==> src/rtl/apb_regfile_pkg.sv <==
// Shared phase type and register-map constants for the APB register-file slave.
package apb_regfile_pkg;

    typedef enum logic [1:0] {
        IDLE   = 2'd0,
        SETUP  = 2'd1,
        ACCESS = 2'd2
    } phase_t;

    localparam int ID_ADDR   = 0;
    // WCNT sits at the top of the map: this offset is added to 2**AWIDTH.
    localparam int WCNT_ADDR = -1;

endpackage

==> src/rtl/apb_regfile_slave_if.sv <==
// APB bus bundle for the register-file slave.
// pslverr is only present when APB_REGFILE_PSLVERR_EN is defined.
interface apb_regfile_slave_if #(
    parameter int AWIDTH = 4,
    parameter int DWIDTH = 8
);
    logic              psel;
    logic              penable;
    logic              pwrite;
    logic [AWIDTH-1:0] paddr;
    logic [DWIDTH-1:0] pwdata;
    logic [DWIDTH-1:0] prdata;
    logic              proto_err;

`ifdef APB_REGFILE_PSLVERR_EN
    logic              pslverr;

    modport master (
        output psel, penable, pwrite, paddr, pwdata,
        input  prdata, proto_err, pslverr
    );
    modport slave (
        input  psel, penable, pwrite, paddr, pwdata,
        output prdata, proto_err, pslverr
    );
`else
    modport master (
        output psel, penable, pwrite, paddr, pwdata,
        input  prdata, proto_err
    );
    modport slave (
        input  psel, penable, pwrite, paddr, pwdata,
        output prdata, proto_err
    );
`endif

endinterface

==> src/rtl/apb_phase_fsm.sv <==
// APB phase tracker with protocol checking; the registered state lags the
// bus by one cycle, so SETUP here means the bus is in its access cycle.
//
//   state  | meaning
//   IDLE   | no transfer in progress; waiting for psel & !penable
//   SETUP  | setup phase sampled; bus is now in its access cycle
//   ACCESS | access phase sampled; transfer done, back-to-back setup allowed
module apb_phase_fsm
    import apb_regfile_pkg::*;
(
    input  logic   pclk,
    input  logic   presetn,
    input  logic   psel,
    input  logic   penable,
    output phase_t state,
    output logic   setup_fire,
    output logic   access_fire,
    output logic   proto_viol
);

    always_comb begin
        setup_fire  = psel && !penable && (state != SETUP);
        access_fire = psel && penable && (state == SETUP);
        proto_viol  = ((state == IDLE) && penable) ||
                      ((state == SETUP) && psel && !penable);
    end

    always_ff @(posedge pclk or negedge presetn) begin
        if (!presetn) begin
            state <= IDLE;
        end else begin
            case (state)
                IDLE:    state <= (psel && !penable) ? SETUP : IDLE;
                // A repeated setup restarts the transfer rather than dropping it.
                SETUP:   if (psel && penable)       state <= ACCESS;
                         else if (psel && !penable) state <= SETUP;
                         else                       state <= IDLE;
                ACCESS:  state <= (psel && !penable) ? SETUP : IDLE;
                default: state <= IDLE;
            endcase
        end
    end

endmodule

==> src/rtl/apb_regfile_slave.sv <==
// Zero-wait-state APB register file with read-only ID and write counter.
// Define APB_REGFILE_PSLVERR_EN to add pslverr on writes to read-only addresses.
module apb_regfile_slave
    import apb_regfile_pkg::*;
#(
    parameter int                AWIDTH = 4,
    parameter int                DWIDTH = 8,
    parameter logic [DWIDTH-1:0] ID_VAL = 8'hA5
) (
    input  logic                pclk,
    input  logic                presetn,
    apb_regfile_slave_if.slave  bus
);

    localparam int                NREG   = 2**AWIDTH;
    localparam logic [AWIDTH-1:0] ID_A   = AWIDTH'(ID_ADDR);
    localparam logic [AWIDTH-1:0] WCNT_A = AWIDTH'(NREG + WCNT_ADDR);

    phase_t            state;
    logic              setup_fire;
    logic              access_fire;
    logic              proto_viol;

    logic [DWIDTH-1:0] regs [NREG];
    logic [DWIDTH-1:0] wcnt;
    logic [DWIDTH-1:0] prdata_q;
    logic [DWIDTH-1:0] rd_data;
    logic              proto_err_q;
    logic              addr_ro;
    logic              wr_commit;

    apb_phase_fsm u_fsm (
        .pclk        (pclk),
        .presetn     (presetn),
        .psel        (bus.psel),
        .penable     (bus.penable),
        .state       (state),
        .setup_fire  (setup_fire),
        .access_fire (access_fire),
        .proto_viol  (proto_viol)
    );

    always_comb begin
        addr_ro   = (bus.paddr == ID_A) || (bus.paddr == WCNT_A);
        wr_commit = access_fire && bus.pwrite && (state == SETUP);
        if (bus.paddr == ID_A)
            rd_data = ID_VAL;
        else if (bus.paddr == WCNT_A)
            rd_data = wcnt;
        else
            rd_data = regs[bus.paddr];
    end

    // prdata only reloads on a read setup, so it holds after the access cycle.
    always_ff @(posedge pclk or negedge presetn) begin
        if (!presetn) begin
            for (int i = 0; i < NREG; i++) regs[i] <= '0;
            wcnt        <= '0;
            prdata_q    <= '0;
            proto_err_q <= 1'b0;
        end else begin
            if (wr_commit) begin
                wcnt <= wcnt + DWIDTH'(1);
                if (!addr_ro) regs[bus.paddr] <= bus.pwdata;
            end
            if (setup_fire && !bus.pwrite) prdata_q <= rd_data;
            if (proto_viol) proto_err_q <= 1'b1;
        end
    end

    assign bus.prdata    = prdata_q;
    assign bus.proto_err = proto_err_q;

`ifdef APB_REGFILE_PSLVERR_EN
    logic pslverr_q;

    // Set from the setup edge so the flag is valid across the bus access cycle.
    always_ff @(posedge pclk or negedge presetn) begin
        if (!presetn) pslverr_q <= 1'b0;
        else          pslverr_q <= setup_fire && bus.pwrite && addr_ro;
    end

    assign bus.pslverr = pslverr_q;
`endif

endmodule

==> src/flat_wrapper.sv <==
// flat-port wrapper written by rule: the top's interface ports become plain ports
module apb_regfile_slave_flat import apb_regfile_pkg::*;
#(
    parameter int                AWIDTH = 4,
    parameter int                DWIDTH = 8,
    parameter logic [DWIDTH-1:0] ID_VAL = 8'hA5
)
  (pclk, presetn, bus_psel, bus_penable, bus_pwrite, bus_paddr, bus_pwdata, bus_prdata, bus_proto_err);
  apb_regfile_slave_if #(.AWIDTH(AWIDTH), .DWIDTH(DWIDTH)) bus_i ();
  input  logic pclk;
  input  logic presetn;
  input wire logic [$bits(bus_i.psel)-1:0] bus_psel;
  input wire logic [$bits(bus_i.penable)-1:0] bus_penable;
  input wire logic [$bits(bus_i.pwrite)-1:0] bus_pwrite;
  input wire logic [$bits(bus_i.paddr)-1:0] bus_paddr;
  input wire logic [$bits(bus_i.pwdata)-1:0] bus_pwdata;
  output wire logic [$bits(bus_i.prdata)-1:0] bus_prdata;
  output wire logic [$bits(bus_i.proto_err)-1:0] bus_proto_err;
  assign bus_i.psel = bus_psel;
  assign bus_i.penable = bus_penable;
  assign bus_i.pwrite = bus_pwrite;
  assign bus_i.paddr = bus_paddr;
  assign bus_i.pwdata = bus_pwdata;
  assign bus_prdata = bus_i.prdata;
  assign bus_proto_err = bus_i.proto_err;
  apb_regfile_slave #(.AWIDTH(AWIDTH), .DWIDTH(DWIDTH), .ID_VAL(ID_VAL)) u_core (.pclk(pclk), .presetn(presetn), .bus(bus_i));
endmodule
==> config.mk <==
export PLATFORM = sky130hd
export DESIGN_NAME = apb_regfile_slave_flat
export DESIGN_NICKNAME = d
export VERILOG_FILES = /design/src/rtl/apb_regfile_pkg.sv /design/src/rtl/apb_regfile_slave_if.sv /design/src/rtl/apb_phase_fsm.sv /design/src/rtl/apb_regfile_slave.sv /design/src/flat_wrapper.sv
export SDC_FILE = /design/constraint.sdc
export NUM_CORES = 1
export LEC_CHECK = 0
export CORE_MARGIN = 2
export CORE_UTILIZATION = 60
export DETAILED_ROUTE_END_ITERATION = 16
export PLACE_DENSITY = 0.79
export SYNTH_ARGS = -nofsm -noshare
export SYNTH_HDL_FRONTEND = slang
export SYNTH_SLANG_ARGS = --single-unit
==> constraint.sdc <==
create_clock -name pclk -period 2.4 [get_ports pclk]
set_input_delay 0.48 -clock pclk [delete_from_list [all_inputs] [get_ports pclk]]
set_output_delay 0.48 -clock pclk [all_outputs]
set_load 0.05 [all_outputs]
==> flow_metrics.env <==
export IMPL_fmax_mhz=459
export IMPL_cts_made_buffers=17
export IMPL_num_antenna_cells=0
export IMPL_area_delta_synth_final_pct=17.1
export IMPL_comb_power_share_pct=9.8
export IMPL_post_cts_buffers=0
export IMPL_worst_slack_ns=0.222
export IMPL_fin_nets=489
export IMPL_ant_nets=0
export IMPL_synth_edf_count=0
export IMPL_crit_family="buffers and inverters"
export IMPL_max_stage_delay_ns=0.81
export IMPL_num_rows=37
export IMPL_tritoncts="built"
export IMPL_hold_viol=0
export IMPL_status="complete, no violations"
export IMPL_crit_buf_inv=1
export IMPL_cts_resized_gates=0
export IMPL_first_pass_iters=4
export IMPL_worstSkewPairLatency_ns=0.52
export IMPL_worst_slew_margin_rel_pct=59.8
export IMPL_cts_path_max_buffers=2
export IMPL_yosysTopAreaCell="dfrtp_1"
export IMPL_avgRoutedWirePerCell_um=22.0
export IMPL_first_iter_violations=222
export IMPL_critPathKind="flip-flop to output pin"
export IMPL_grt_start_max_net_pins=63
export IMPL_powerDensity_nw_per_um2=809
export IMPL_slew_violations=0
export IMPL_syn_nets=462
export IMPL_vias_per_cell=6.29
export IMPL_pwr_share_clk_pct=48.3
export IMPL_die_height_um=108
export IMPL_drive_gt1_share_pct=41.9
export IMPL_ys_flop_type="dfrtp_1"
export IMPL_yosysTopAreaCellShare_pct=53.8
export IMPL_fin_crit_ns=2.18
export IMPL_numClockSinks=139
export IMPL_ios=26
export IMPL_p_seq_share_pct=41.9
export IMPL_rsz0062_at_grt="no"
export IMPL_n_fill_cell=628
export IMPL_htree_levels=4
export IMPL_syn_avg_cell_area_um2=14.6
export IMPL_multiInputGateArea_um2=2780
export IMPL_worstMarginPinSlew_ns=0.600
export IMPL_vias=3898
export IMPL_start_util_pct=62.3
export IMPL_yosys_cell_types_count=42
export IMPL_die_x_um=108
export IMPL_yosys_top_cells_area="dfrtp_1 (54%), mux2_2 (19%), mux4_2 (7.0%)"
export IMPL_arrival_ns=1.70
export IMPL_die_area_um2=11600
export IMPL_cts_clk_slew_worst_paths_ns=0.06
export IMPL_cts_root_buf="clkbuf_8"
export IMPL_ys_warnings_count=0
export IMPL_syn_area_um2=6460
export IMPL_cp_cell_sequence="clkdlybuf4s50_1"
export IMPL_dp_hpwl_mm=9.02
export IMPL_yosysSeqAreaShare_pct=53.8
export IMPL_finalSetupViolations=0
export IMPL_cpMaxStageDelayCell="clkdlybuf4s50_1"
export IMPL_internal_power_mw=4.71
export IMPL_overflow=0
export IMPL_ir_worst_vdd_v=0.000400
export IMPL_grt_pass1_vias=4172
export IMPL_hold_path_class="flip-flop to flip-flop"
export IMPL_max_cap_violations=0
export IMPL_setup_tns_ns=0
export IMPL_cp_max_fo=2
export IMPL_hold_buffers=1
export IMPL_drc=0
export IMPL_core_area_um2=10400
export IMPL_end_kind="output pin"
export IMPL_clock_skew_ns=0.00580
export IMPL_crit_required_ns=1.92
export IMPL_critPathLaunchType="flip-flop"
export IMPL_power_switching_mw=1.41
export IMPL_synthCells=444
export IMPL_synthArstFlopShare_pct=100
export IMPL_wl_mm=13.7
export IMPL_seqCellArea_um2=3480
export IMPL_post_place_ws_ns=0.0184
export IMPL_port_buffers=25
export IMPL_post_route_period_util_pct=90.7
export IMPL_grt_usage_pct=25.8
export IMPL_ys_ff_latch=139
export IMPL_antenna_found_initial=0
export IMPL_grt_pass1_wl_mm=22.2
export IMPL_gp_congestion=0.789
export IMPL_leakagePower_nw=3.60
export IMPL_p_sw_share_pct=23.1
## worst paths after layout
check,startpoint,end,slack [ns],cells after the start
worst max-delay path,u_core.bus.prdata[5]$_DFFE_PN0P_,bus_prdata[5],0.22,1
worst min-delay path,u_core.regs[120]$_DFFE_PN0P_,u_core.regs[120]$_DFFE_PN0P_,0.37,0
worst max register to register,u_core.u_fsm.state[1]$_DFF_PN0_,u_core.regs[19]$_DFFE_PN0P_,0.54,5
worst min register to register,u_core.regs[120]$_DFFE_PN0P_,u_core.regs[120]$_DFFE_PN0P_,0.37,0
max in group asynchronous,presetn,u_core.regs[44]$_DFFE_PN0P_,1.12,3
min in group asynchronous,presetn,u_core.bus.proto_err$_DFFE_PN0P_,0.51,2
## final cells by class
class	count	area share, %
well taps	136	2.25
clock buffers	21	6.07
clock inverters	11	2.83
flip-flops and latches	139	46.0
inverters	1	0.0496
multi-input cells	266	36.7
repair buffers	46	6.13
## power groups by stage
stage	registers [mW]	logic (mW)	clock network, mW
finish	2.57	0.600	2.96
global route	2.58	0.649	3.08
CTS	2.56	0.607	2.97
detailed placement	2.61	0.597	0
global placement	2.59	0.578	0
floorplan	2.67	0.293	0
## layer usage
metal | wire, um | global-route usage, % | up-vias
li1 | - | - | 1726
met1 | 5630 | 32.7 | 2024
met2 | 6960 | 43.3 | 120
met3 | 703 | 6.11 | 28
met4 | 370 | 9.34 | 0
met5 | 0 | 0 | -
## cells by family after synthesis
group / share of synthesized area, %
adder cells (fa/ha/maj): 0.194
AND/OR/NAND/NOR: 7.92
flip-flops: 53.8
multiplexers: 29.4
buffers and inverters: 3.19
AO/OA/AOI/OAI: 4.53
XOR/XNOR: 0.949
## synthesized netlist by cell type (3+ instances only)
| cell | n |
|---|---|
| a21oi_1 | 5 |
| a221oi_1 | 4 |
| a22oi_1 | 4 |
| a31oi_1 | 4 |
| and3_1 | 3 |
| buf_2 | 8 |
| buf_4 | 3 |
| buf_6 | 3 |
| clkbuf_1 | 23 |
| dfrtp_1 | 139 |
| mux2_2 | 111 |
| mux2i_1 | 17 |
| mux4_2 | 20 |
| nand2_1 | 7 |
| nand2b_1 | 3 |
| nand3_1 | 5 |
| nand3_4 | 6 |
| nand3b_1 | 4 |
| nand4_1 | 4 |
| nand4_4 | 4 |
| nor2_1 | 7 |
| nor2b_1 | 5 |
| o21ai_0 | 16 |
| o221ai_1 | 4 |
| o22ai_1 | 4 |
| o31ai_1 | 4 |
| xnor2_1 | 5 |
## registers in the layout, indices dropped and copies added, names as in the netlist
signal	count
u_core.bus.proto_err	1
u_core.u_fsm.state	2
u_core.wcnt	8
u_core.regs	120
u_core.bus.prdata	8
## per-stage QoR
step / instance area [um^2] / power (mW) / cells / utilization [%] / hold WS (ns)
floorplan: 6460 / 2.96 / 444 / - / 0.184
global placement: 6890 / 3.17 / 587 / 66.4 / 0.360
detailed placement: 6890 / 3.20 / 587 / 66.4 / 0.363
CTS: 7570 / 6.14 / 620 / 73.0 / 0.377
global route: 7570 / 6.31 / 620 / 73.0 / 0.385
finish: 7570 / 6.13 / 620 / 73.0 / 0.374
## layout by cell type (no fill, tap or decap), types with 3 or more instances in the layout
cell type	n
xnor2_1	5
mux2_2	111
a221oi_1	4
clkdlybuf4s50_1	22
mux2i_1	17
clkbuf_16	16
o21ai_0	16
nand4_4	4
mux4_2	20
nor2_1	7
clkbuf_8	4
buf_4	15
nand3_1	5
buf_12	5
o31ai_1	4
nand3b_1	4
dfrtp_1	139
nand2_1	7
o221ai_1	4
nor2b_1	5
nand4_1	4
and3_1	3
o22ai_1	4
nand2b_1	3
bufinv_16	6
a31oi_1	4
nand3_4	6
a21oi_1	5
a22oi_1	4
No activity file was read; power rests on OpenSTA's default activity.
